<file path="config.mk">
export PLATFORM = sky130hd
export DESIGN_NAME = inverse_park_seq
export DESIGN_NICKNAME = d
export VERILOG_FILES = /design/src/rtl/foc_fixed_pkg.sv /design/src/rtl/sm_mult_sat.sv /design/src/rtl/inverse_park_seq.sv
export SDC_FILE = /design/constraint.sdc
export NUM_CORES = 2
export LEC_CHECK = 0
export CAP_MARGIN = 20
export CELL_PAD_IN_SITES_DETAIL_PLACEMENT = 0
export CELL_PAD_IN_SITES_GLOBAL_PLACEMENT = 2
export CORE_UTILIZATION = 40
export CTS_BUF_LIST = sky130_fd_sc_hd__clkbuf_2 sky130_fd_sc_hd__clkbuf_4 sky130_fd_sc_hd__clkbuf_8
export CTS_CLUSTER_DIAMETER = 120
export DETAILED_ROUTE_END_ITERATION = 6
export GPL_TIMING_DRIVEN = 0
export PLACE_DENSITY_LB_ADDON = 0.1
export SLEW_MARGIN = 20
export SYNTH_ARGS = -nofsm -noshare
export SYNTH_HDL_FRONTEND = slang
export SYNTH_HIERARCHICAL = 1
export SYNTH_SLANG_ARGS = --single-unit
</file>
<file path="constraint.sdc">
create_clock -name clk -period 15.9 [get_ports clk]
set_clock_uncertainty 0.05 [all_clocks]
set_input_delay 1.59 -clock clk [delete_from_list [all_inputs] [get_ports clk]]
set_output_delay 1.59 -clock clk [all_outputs]
set_load 0.005 [all_outputs]
</file>
<file path="src/rtl/foc_fixed_pkg.sv">
// Shared fixed-point definitions for the vector-control datapath:
// 24-bit sign-magnitude Q12 words, sequencer states and the saturating adder.
package foc_fixed_pkg;

    localparam int N = 24;
    localparam int Q = 12;
    localparam logic [N-2:0] MAG_MAX = 23'h7FFFFF;

    typedef enum logic [2:0] {
        IDLE,
        A1,
        A2,
        B1,
        B2
    } ipark_state_e;

    // Sign-magnitude add, magnitude clamped to MAG_MAX; a zero result is always +0.
    function automatic logic [N-1:0] sm_add_sat(input logic [N-1:0] a, input logic [N-1:0] b);
        logic [N-1:0] sum;
        logic [N-2:0] mag;
        logic         sgn;
        sum = '0;
        mag = '0;
        sgn = 1'b0;
        if (a[N-1] == b[N-1]) begin
            sum = {1'b0, a[N-2:0]} + {1'b0, b[N-2:0]};
            mag = sum[N-1] ? MAG_MAX : sum[N-2:0];
            sgn = a[N-1];
        end else if (a[N-2:0] >= b[N-2:0]) begin
            mag = a[N-2:0] - b[N-2:0];
            sgn = a[N-1];
        end else begin
            mag = b[N-2:0] - a[N-2:0];
            sgn = b[N-1];
        end
        if (mag == '0) begin
            sgn = 1'b0;
        end
        return {sgn, mag};
    endfunction

endpackage

</file>
<file path="src/rtl/sm_mult_sat.sv">
// Combinational sign-magnitude Q multiply with magnitude saturation;
// a zero product is always +0, so a -0 operand behaves as 0.
module sm_mult_sat #(
    parameter int N = 24,
    parameter int Q = 12
) (
    input  logic [N-1:0] a_i,
    input  logic [N-1:0] b_i,
    output logic [N-1:0] p_o
);

    logic [2*N-3:0] prod;
    logic           ovf;
    logic [N-2:0]   mag;
    logic           sgn;

    always_comb begin
        prod = {{(N-1){1'b0}}, a_i[N-2:0]} * {{(N-1){1'b0}}, b_i[N-2:0]};
        ovf  = |prod[2*N-3:N-1+Q];
        mag  = ovf ? '1 : prod[N-2+Q:Q];
        sgn  = (a_i[N-1] ^ b_i[N-1]) & (|mag);
        p_o  = {sgn, mag};
    end

endmodule

</file>
<file path="src/rtl/inverse_park_seq.sv">
// Sequential inverse Park transform: one shared multiplier stepped through
// four product terms, one result every five cycles with a valid/ready handshake.
module inverse_park_seq #(
    parameter int N = 24,
    parameter int Q = 12
) (
    input  logic         clk,
    input  logic         reset,
    input  logic         in_valid,
    output logic         in_ready,
    input  logic [N-1:0] Vd,
    input  logic [N-1:0] Vq,
    input  logic [N-1:0] SinQ,
    input  logic [N-1:0] CosQ,
    output logic         out_valid,
    output logic [N-1:0] Valpha,
    output logic [N-1:0] Vbeta
);

    import foc_fixed_pkg::*;

    ipark_state_e state_q;
    logic [N-1:0] vd_q, vq_q, sin_q, cos_q;
    logic [N-1:0] pa_q, alpha_q, pb_q;
    logic [N-1:0] valpha_q, vbeta_q;
    logic         in_ready_q, out_valid_q;

    logic [N-1:0] mul_a_d, mul_b_d, mul_p_d;
    logic [N-1:0] add_a_d, add_b_d, add_d;

    // Operand routing for the single multiplier, one product term per state.
    always_comb begin
        mul_a_d = '0;
        mul_b_d = '0;
        case (state_q)
            A1:      begin mul_a_d = vd_q; mul_b_d = cos_q; end
            A2:      begin mul_a_d = vq_q; mul_b_d = sin_q; end
            B1:      begin mul_a_d = vd_q; mul_b_d = sin_q; end
            B2:      begin mul_a_d = vq_q; mul_b_d = cos_q; end
            default: begin mul_a_d = '0;   mul_b_d = '0;    end
        endcase
    end

    sm_mult_sat #(
        .N (N),
        .Q (Q)
    ) u_mult (
        .a_i (mul_a_d),
        .b_i (mul_b_d),
        .p_o (mul_p_d)
    );

    // A2 subtracts the product (sign flipped), B2 adds it.
    always_comb begin
        add_a_d = (state_q == A2) ? pa_q : pb_q;
        add_b_d = (state_q == A2) ? {~mul_p_d[N-1], mul_p_d[N-2:0]} : mul_p_d;
        add_d   = sm_add_sat(add_a_d, add_b_d);
    end

    always_ff @(posedge clk or negedge reset) begin
        if (!reset) begin
            state_q     <= IDLE;
            vd_q        <= '0;
            vq_q        <= '0;
            sin_q       <= '0;
            cos_q       <= '0;
            pa_q        <= '0;
            alpha_q     <= '0;
            pb_q        <= '0;
            valpha_q    <= '0;
            vbeta_q     <= '0;
            in_ready_q  <= 1'b1;
            out_valid_q <= 1'b0;
        end else begin
            case (state_q)
                IDLE: begin
                    out_valid_q <= 1'b0;
                    if (in_valid) begin
                        vd_q       <= Vd;
                        vq_q       <= Vq;
                        sin_q      <= SinQ;
                        cos_q      <= CosQ;
                        in_ready_q <= 1'b0;
                        state_q    <= A1;
                    end
                end
                A1: begin
                    pa_q    <= mul_p_d;
                    state_q <= A2;
                end
                A2: begin
                    alpha_q <= add_d;
                    state_q <= B1;
                end
                B1: begin
                    pb_q    <= mul_p_d;
                    state_q <= B2;
                end
                B2: begin
                    valpha_q    <= alpha_q;
                    vbeta_q     <= add_d;
                    out_valid_q <= 1'b1;
                    in_ready_q  <= 1'b1;
                    state_q     <= IDLE;
                end
                default: state_q <= IDLE;
            endcase
        end
    end

    assign in_ready  = in_ready_q;
    assign out_valid = out_valid_q;
    assign Valpha    = valpha_q;
    assign Vbeta     = vbeta_q;

endmodule

</file>
; Word level (Yosys, flattened, before mapping)
; Cells that the tools add are included.
[op_classes]
n_addsub = 3
mux = 16
mul = 1
eq_ne = 6
order_cmp = 1
reduce_logical = 11
bitwise = 3
[op_table]
columns = cell, count
row1 = $pmux W24 S2, 2
row2 = $mux W23, 4
row3 = $mux W24, 2
row4 = $mul A23 B23 Y46, 1
row5 = $sub A23 B23 Y23, 2
row6 = $add A23 B23 Y24, 1
row7 = $ge A23 B23 Y1, 1
row8 = $logic_not A23 Y1, 1
row9 = $reduce_or A23 Y1, 1
row10 = $pmux W3 S4, 1
row11 = $reduce_or A11 Y1, 1
row12 = $reduce_or A2 Y1, 4
row13 = $eq A3 B2 Y1 const B, 2
row14 = $mux W1, 4
row15 = $pmux W1 S2, 2
row16 = $reduce_and A2 Y1, 2
row17 = $eq A3 B1 Y1 const B, 1
row18 = $eq A3 B3 Y1 const B, 1
row19 = $logic_not A3 Y1, 1
row20 = $mux W3, 1
row21 = $ne A2 B2 Y1 const B, 1
row22 = $reduce_bool A2 Y1, 1
row23 = $and A1 B1 Y1, 1
row24 = $eq A1 B1 Y1, 1
row25 = other kinds (2), 2
[word_totals]
wordCells = 53
out_inout_bits = 50
regBits = 221
input_bits = 99

; Longest topological paths before layout
[depth]
depth_word = 15
depth_mapped = 54
mapped_depth_nobuf = 44

; Modules after synthesis
; The synthesis kept the hierarchy.
[by_module_without_submodules]
columns = module, seq_area_each_um2, area_each_um2, n_inst, cells_per_inst
row1 = sm_mult_sat, 0.0, 17769.5, 1, 2062
row2 = inverse_park_seq, 5531.6, 13203.9, 1, 1414

; Least setup slack after synthesis
; No wires, ideal clock.
[synth_path]
kind = reg-to-reg
startpoint = register state_q[2]
endpoint = register vbeta_q[23], in the netlist Vbeta[23]
slack_ps = 4432
period_less_slack_ps = 11468
arrival_ps = 11287
required_ps = 15718
path_stages_with_launch = 50
path_cell_list = dfrtp_1 > clkbuf_1 > nor2b_1 > clkbuf_1 > nor2b_1 > clkbuf_1 > nand2b_1 > clkbuf_1 > clkbuf_1 > a22o_1 > clkbuf_1 > nand2_1 > fa_1 > fa_1 > inv_1 > fa_1 > inv_1 > fa_1 > (+14 left out) > a31oi_1 > nand4_1 > nor3_4 > buf_6 > nand2_1 > inv_1 > ha_1 > nor2b_1 > o211ai_1 > a21oi_2 > o211ai_2 > nand2_2 > nor4_1 > nor3_1 > or4_1 > nor4b_1 > and4bb_1 > o31ai_1
[synth_between]
elab_chain_len = 14
elab_cells_between_ends = 31
cone_classes = add/sub (3) / mul (1) / order compare (1) / eq/ne (5) / mux (11) / bitwise (3) / reduce/logical (7)
[synth_rtl]
columns = element, line
row1 = "start, declared", inverse_park_seq.sv:22  ; ipark_state_e state_q;
row2 = "start signal, assigned", inverse_park_seq.sv:62  ; state_q <= IDLE;
row3 = "start signal, assigned", inverse_park_seq.sv:84  ; state_q <= A1;
row4 = "start signal, assigned", inverse_park_seq.sv:89  ; state_q <= A2;
row5 = $eq A3 B1 Y1 (tied with other cells), inverse_park_seq.sv:35  ; case (state_q)
row6 = $reduce_or A2 Y1 (no line), -
row7 = $pmux W24 S2 (*), inverse_park_seq.sv:35
row8 = net mul_b_d[8], inverse_park_seq.sv:28  ; logic [N-1:0] mul_a_d, mul_b_d, mul_p_d;
row9 = $mul A23 B23 Y46 (*), sm_mult_sat.sv:18  ; prod = {{(N-1){1'b0}}, a_i[N-2:0]} * {{(N-1){1'b0}}, b_i[N-2:0]};
row10 = $reduce_or A11 Y1, sm_mult_sat.sv:19  ; ovf = |prod[2*N-3:N-1+Q];
row11 = $mux W23 (*), sm_mult_sat.sv:20  ; mag = ovf ? '1 : prod[N-2+Q:Q];
row12 = net mul_p_d[1], inverse_park_seq.sv:28
row13 = $reduce_or A23 Y1, sm_mult_sat.sv:21  ; sgn = (a_i[N-1] ^ b_i[N-1]) & (|mag);
row14 = $and A1 B1 Y1, sm_mult_sat.sv:21
row15 = $not A1 Y1, inverse_park_seq.sv:56  ; add_b_d = (state_q == A2) ? {~mul_p_d[N-1], mul_p_d[N-2:0]} : mul_p_d;
row16 = $mux W24 (*), inverse_park_seq.sv:56
row17 = branches (longest 3 deep; another with $add A23 B23 Y24), -
row18 = $mux W1 (*), foc_fixed_pkg.sv:36  ; if (mag == '0) begin
row19 = "end signal, assigned", inverse_park_seq.sv:71  ; vbeta_q <= '0;
row20 = "end signal, assigned", inverse_park_seq.sv:101  ; vbeta_q <= add_d;
row21 = "end, declared", inverse_park_seq.sv:25  ; logic [N-1:0] valpha_q, vbeta_q;
; Mark *: on every way through the listed nets, which the timed path passes.
; A chain may end at the register's enable or synchronous reset.

; Worst setup path in the final report
; Same ends and word-level chain as after synthesis.

==> summary.txt <==
Cells and area
  – Finished Core Util: 45.8%
  – Area added between synthesis and finish: 12.8%
  – Share of layout cells above drive strength 1: 8.89%
  – # nets final: 4455
  – Filler cells: 7688
  – Cell Count, Final, Fillers Out: 4744

Status
  – Outcome: finished clean

Synth
  – Post-synthesis cell area: 31000 um^2
  – Register area share after synthesis: 17.9%
  – EDFF count, synth: 0
  – Synth async-reset ratio: 100%
  – Mapped Cells: 3476
  – Area contributors post-synth: fa_1 (28%), dfrtp_1 (18%), ha_1 (9.8%)
  – Leading area contributor after synthesis: fa_1
  – Synth Warn #: 6
  – Share of the synthesized area in the top cell type: 28.4%
  – Syn_area_per_cell: 8.91 um^2
  – Post-Syn Nets: 4257
  – Number of distinct library cells after synthesis: 98
  – Top FF cell, synth: dfrtp_1
  – #FFs+latches synth: 221

Routing
  – Final wirelength: 118000 um
  – Wire per inst: 24.9 um
  – Drt pass-1 iters: 5
  – Post-route antenna net violation count: 0
  – Via density: 5.49
  – DR iter-0 viols: 1828
  – Remaining DRCs: 0
  – DR vias: 26.1k

Worst setup path
  – Type of the worst setup path: reg -> reg
  – Critical path endpoint category: flip-flop
  – Crit Path Max Fanout: 10
  – Worst Path Required: 16.34 ns
  – R2r startpoint: state_q[2]
  – Critical path's largest stage delay: 0.71 ns
  – Worst path slowest cell: fa_1
  – Most used cell, CP: fa_1
  – CP Launch Type: flip-flop
  – Critical Path AT: 15.76 ns
  – Critical Path Source: state_q[2]

Die
  – # rows: 101
  – Chip width: 280 um
  – IO Pins: 149
  – Die height: 280 um
  – Core Area: 76300 um^2
  – Die area: 78600 um^2
  – Starting density of the core: 40.6%

Clocking
  – Worst skew pair latency: 0.64 ns
  – Clock Path Buffers: 3
  – Cts bufs inserted: 44
  – Root Buffer: clkbuf_8
  – CTS H-Tree Depth: 2
  – CTS tree: done
  – CTS clk-pin slew, worst paths: 0.06 ns
  – Clock sink total: 221

Global route
  – Global-route wire length before repair: 177000 um
  – Initial antenna violation count: 6
  – Largest net degree at the start of global routing: 99
  – Grt ovf: 0
  – Vias in the first global route: 27.5k
  – GRT Total Usage: 30.8%

Timing
  – Crit share post-route: 96.4%
  – Final Critical Period: 15.32 ns
  – Final Hold Viols: 0
  – # setup viols final: 0
  – Max Clk Rate: 0.0653 GHz
  – Final worst slack: 0.580 ns
  – Max-slew violations: 0
  – Max_slew headroom: 24.0%
  – Slew @ Worst Pin: 1.14 ns

Place
  – Dpl hpwl: 97700 um
  – Dpl ws: -1.20 ns
  – Placer Congestion: 0.965
  – Placed Cells: 4659
  – PortBufs: 148

Min path
  – Min-delay worst type: reg -> reg
  – Hold Crit Start: alpha_q[1]

Flow run
  – Maxcap violations: 0
## sequential cells by signal, indices dropped and copies added (netlist names)
name,count
in_ready,1
out_valid,1
alpha_q,24
vd_q,24
sin_q,24
state_q,3
vq_q,24
pb_q,24
Vbeta,24
cos_q,24
pa_q,24
Valpha,24
## Yosys cell counts (all sizes together) (24+ instances only)
cell type  instances
buf               44
fa               440
a21oi            119
a22o              51
nor3              24
and2             275
nand2            596
ha               242
mux2             124
a21o              36
dfrtp            220
nand3             34
inv              553
nor2              86
o21ai            137
clkbuf           153
nand4             29
xnor2             36
## final timing paths
check | endpoint | slack (ns) | cells past startpoint
worst min-delay path | Valpha[1] | 0.41 | 2
max in group asynchronous | pb_q[19] | 13.71 | 3
worst min register to register | Valpha[1] | 0.41 | 2
min in group asynchronous | vd_q[3] | 0.78 | 1
worst max register to register | Vbeta[23] | 0.58 | 47
worst max-delay path | Vbeta[23] | 0.58 | 47
## layer usage
layer	vias up	global-route usage (%)	part of all wire, %	routed length, um
met5	-	0	0	0
met1	13483	43.0	45	52900
met3	134	5.73	7.2	8490
met2	981	49.2	45	53400
li1	11465	-	-	-
met4	0	7.66	2.7	3170
## layout by cell type (no fill, tap or decap), drive strengths merged, types with 12 or more instances in the layout
cell | synthesis | final
and2 | 275 | 275
inv | 553 | 556
a22o | 51 | 51
xnor2 | 36 | 36
nor2 | 86 | 86
fa | 440 | 440
nand2b | 12 | 12
clkbuf | 153 | 214
buf | 44 | 53
xor2 | 17 | 17
nor2b | 19 | 19
o21bai | 20 | 20
dfrtp | 220 | 220
o21ai | 137 | 137
o31ai | 16 | 16
a31oi | 22 | 22
clkdlybuf4s50 | 0 | 147
nor3 | 24 | 24
mux2 | 124 | 124
nand3 | 34 | 34
ha | 242 | 242
a21oi | 119 | 119
nand4 | 29 | 29
nand2 | 596 | 596
a21o | 36 | 36
## per-stage QoR
| stage | setup TNS [ns] | hold WS, ns | area (um^2) |
|---|---|---|---|
| after floorplan | 0 | 0.389 | 31000 |
| after global routing | -0.0118 | 0.439 | 34900 |
| after detailed placement | -10.40 | 0.400 | 33800 |
| final | 0 | 0.414 | 34900 |
| after global placement | -11.07 | 0.400 | 33700 |
| after CTS | 0 | 0.414 | 34800 |
## repair_timing
item | in CTS | in global routing
pin swaps | 0 | 0
buffers inserted | 0 | 0
setup endpoints to repair | 30 | 13
gates resized for setup | 15 | 69
hold buffers | 0 | 0
## layout make-up
class                   count  area [um^2]  share of cell area (%)
flip-flops and latches    221         5530                    15.8
clock buffers              66          808                    2.31
inverters                 553         2080                    5.94
multi-input cells        2505        22600                    64.8
repair buffers            153         1560                    4.48
well taps                1030         1290                    3.69
diodes                      4         10.0                  0.0287
plain buffers             196          851                    2.44
clock inverters            16          158                   0.451
## logic make-up after synthesis
logic type / count (synthesis) / synth area share [%]
mux: 131 / 4.75
compound gates: 513 / 11.0
simple gates: 1126 / 17.3
fa+ha+maj: 682 / 38.2
xor+xnor: 53 / 1.52
flops: 221 / 17.9
buf+inv: 750 / 9.33
## critical path, delay by kind of cell (launching register included)
kind                     cells  cell delay [ns]
buffers and inverters       12             3.14
adder cells (fa/ha/maj)      9             4.47
flip-flops                   1             0.35
multiplexers                 1             0.34
AND/OR/NAND/NOR             20             5.01
AO/OA/AOI/OAI                5             1.78
Power is left out: the tool's default activity adds up to more than one toggle a clock period on the data nets, which glitch-free logic cannot reach.
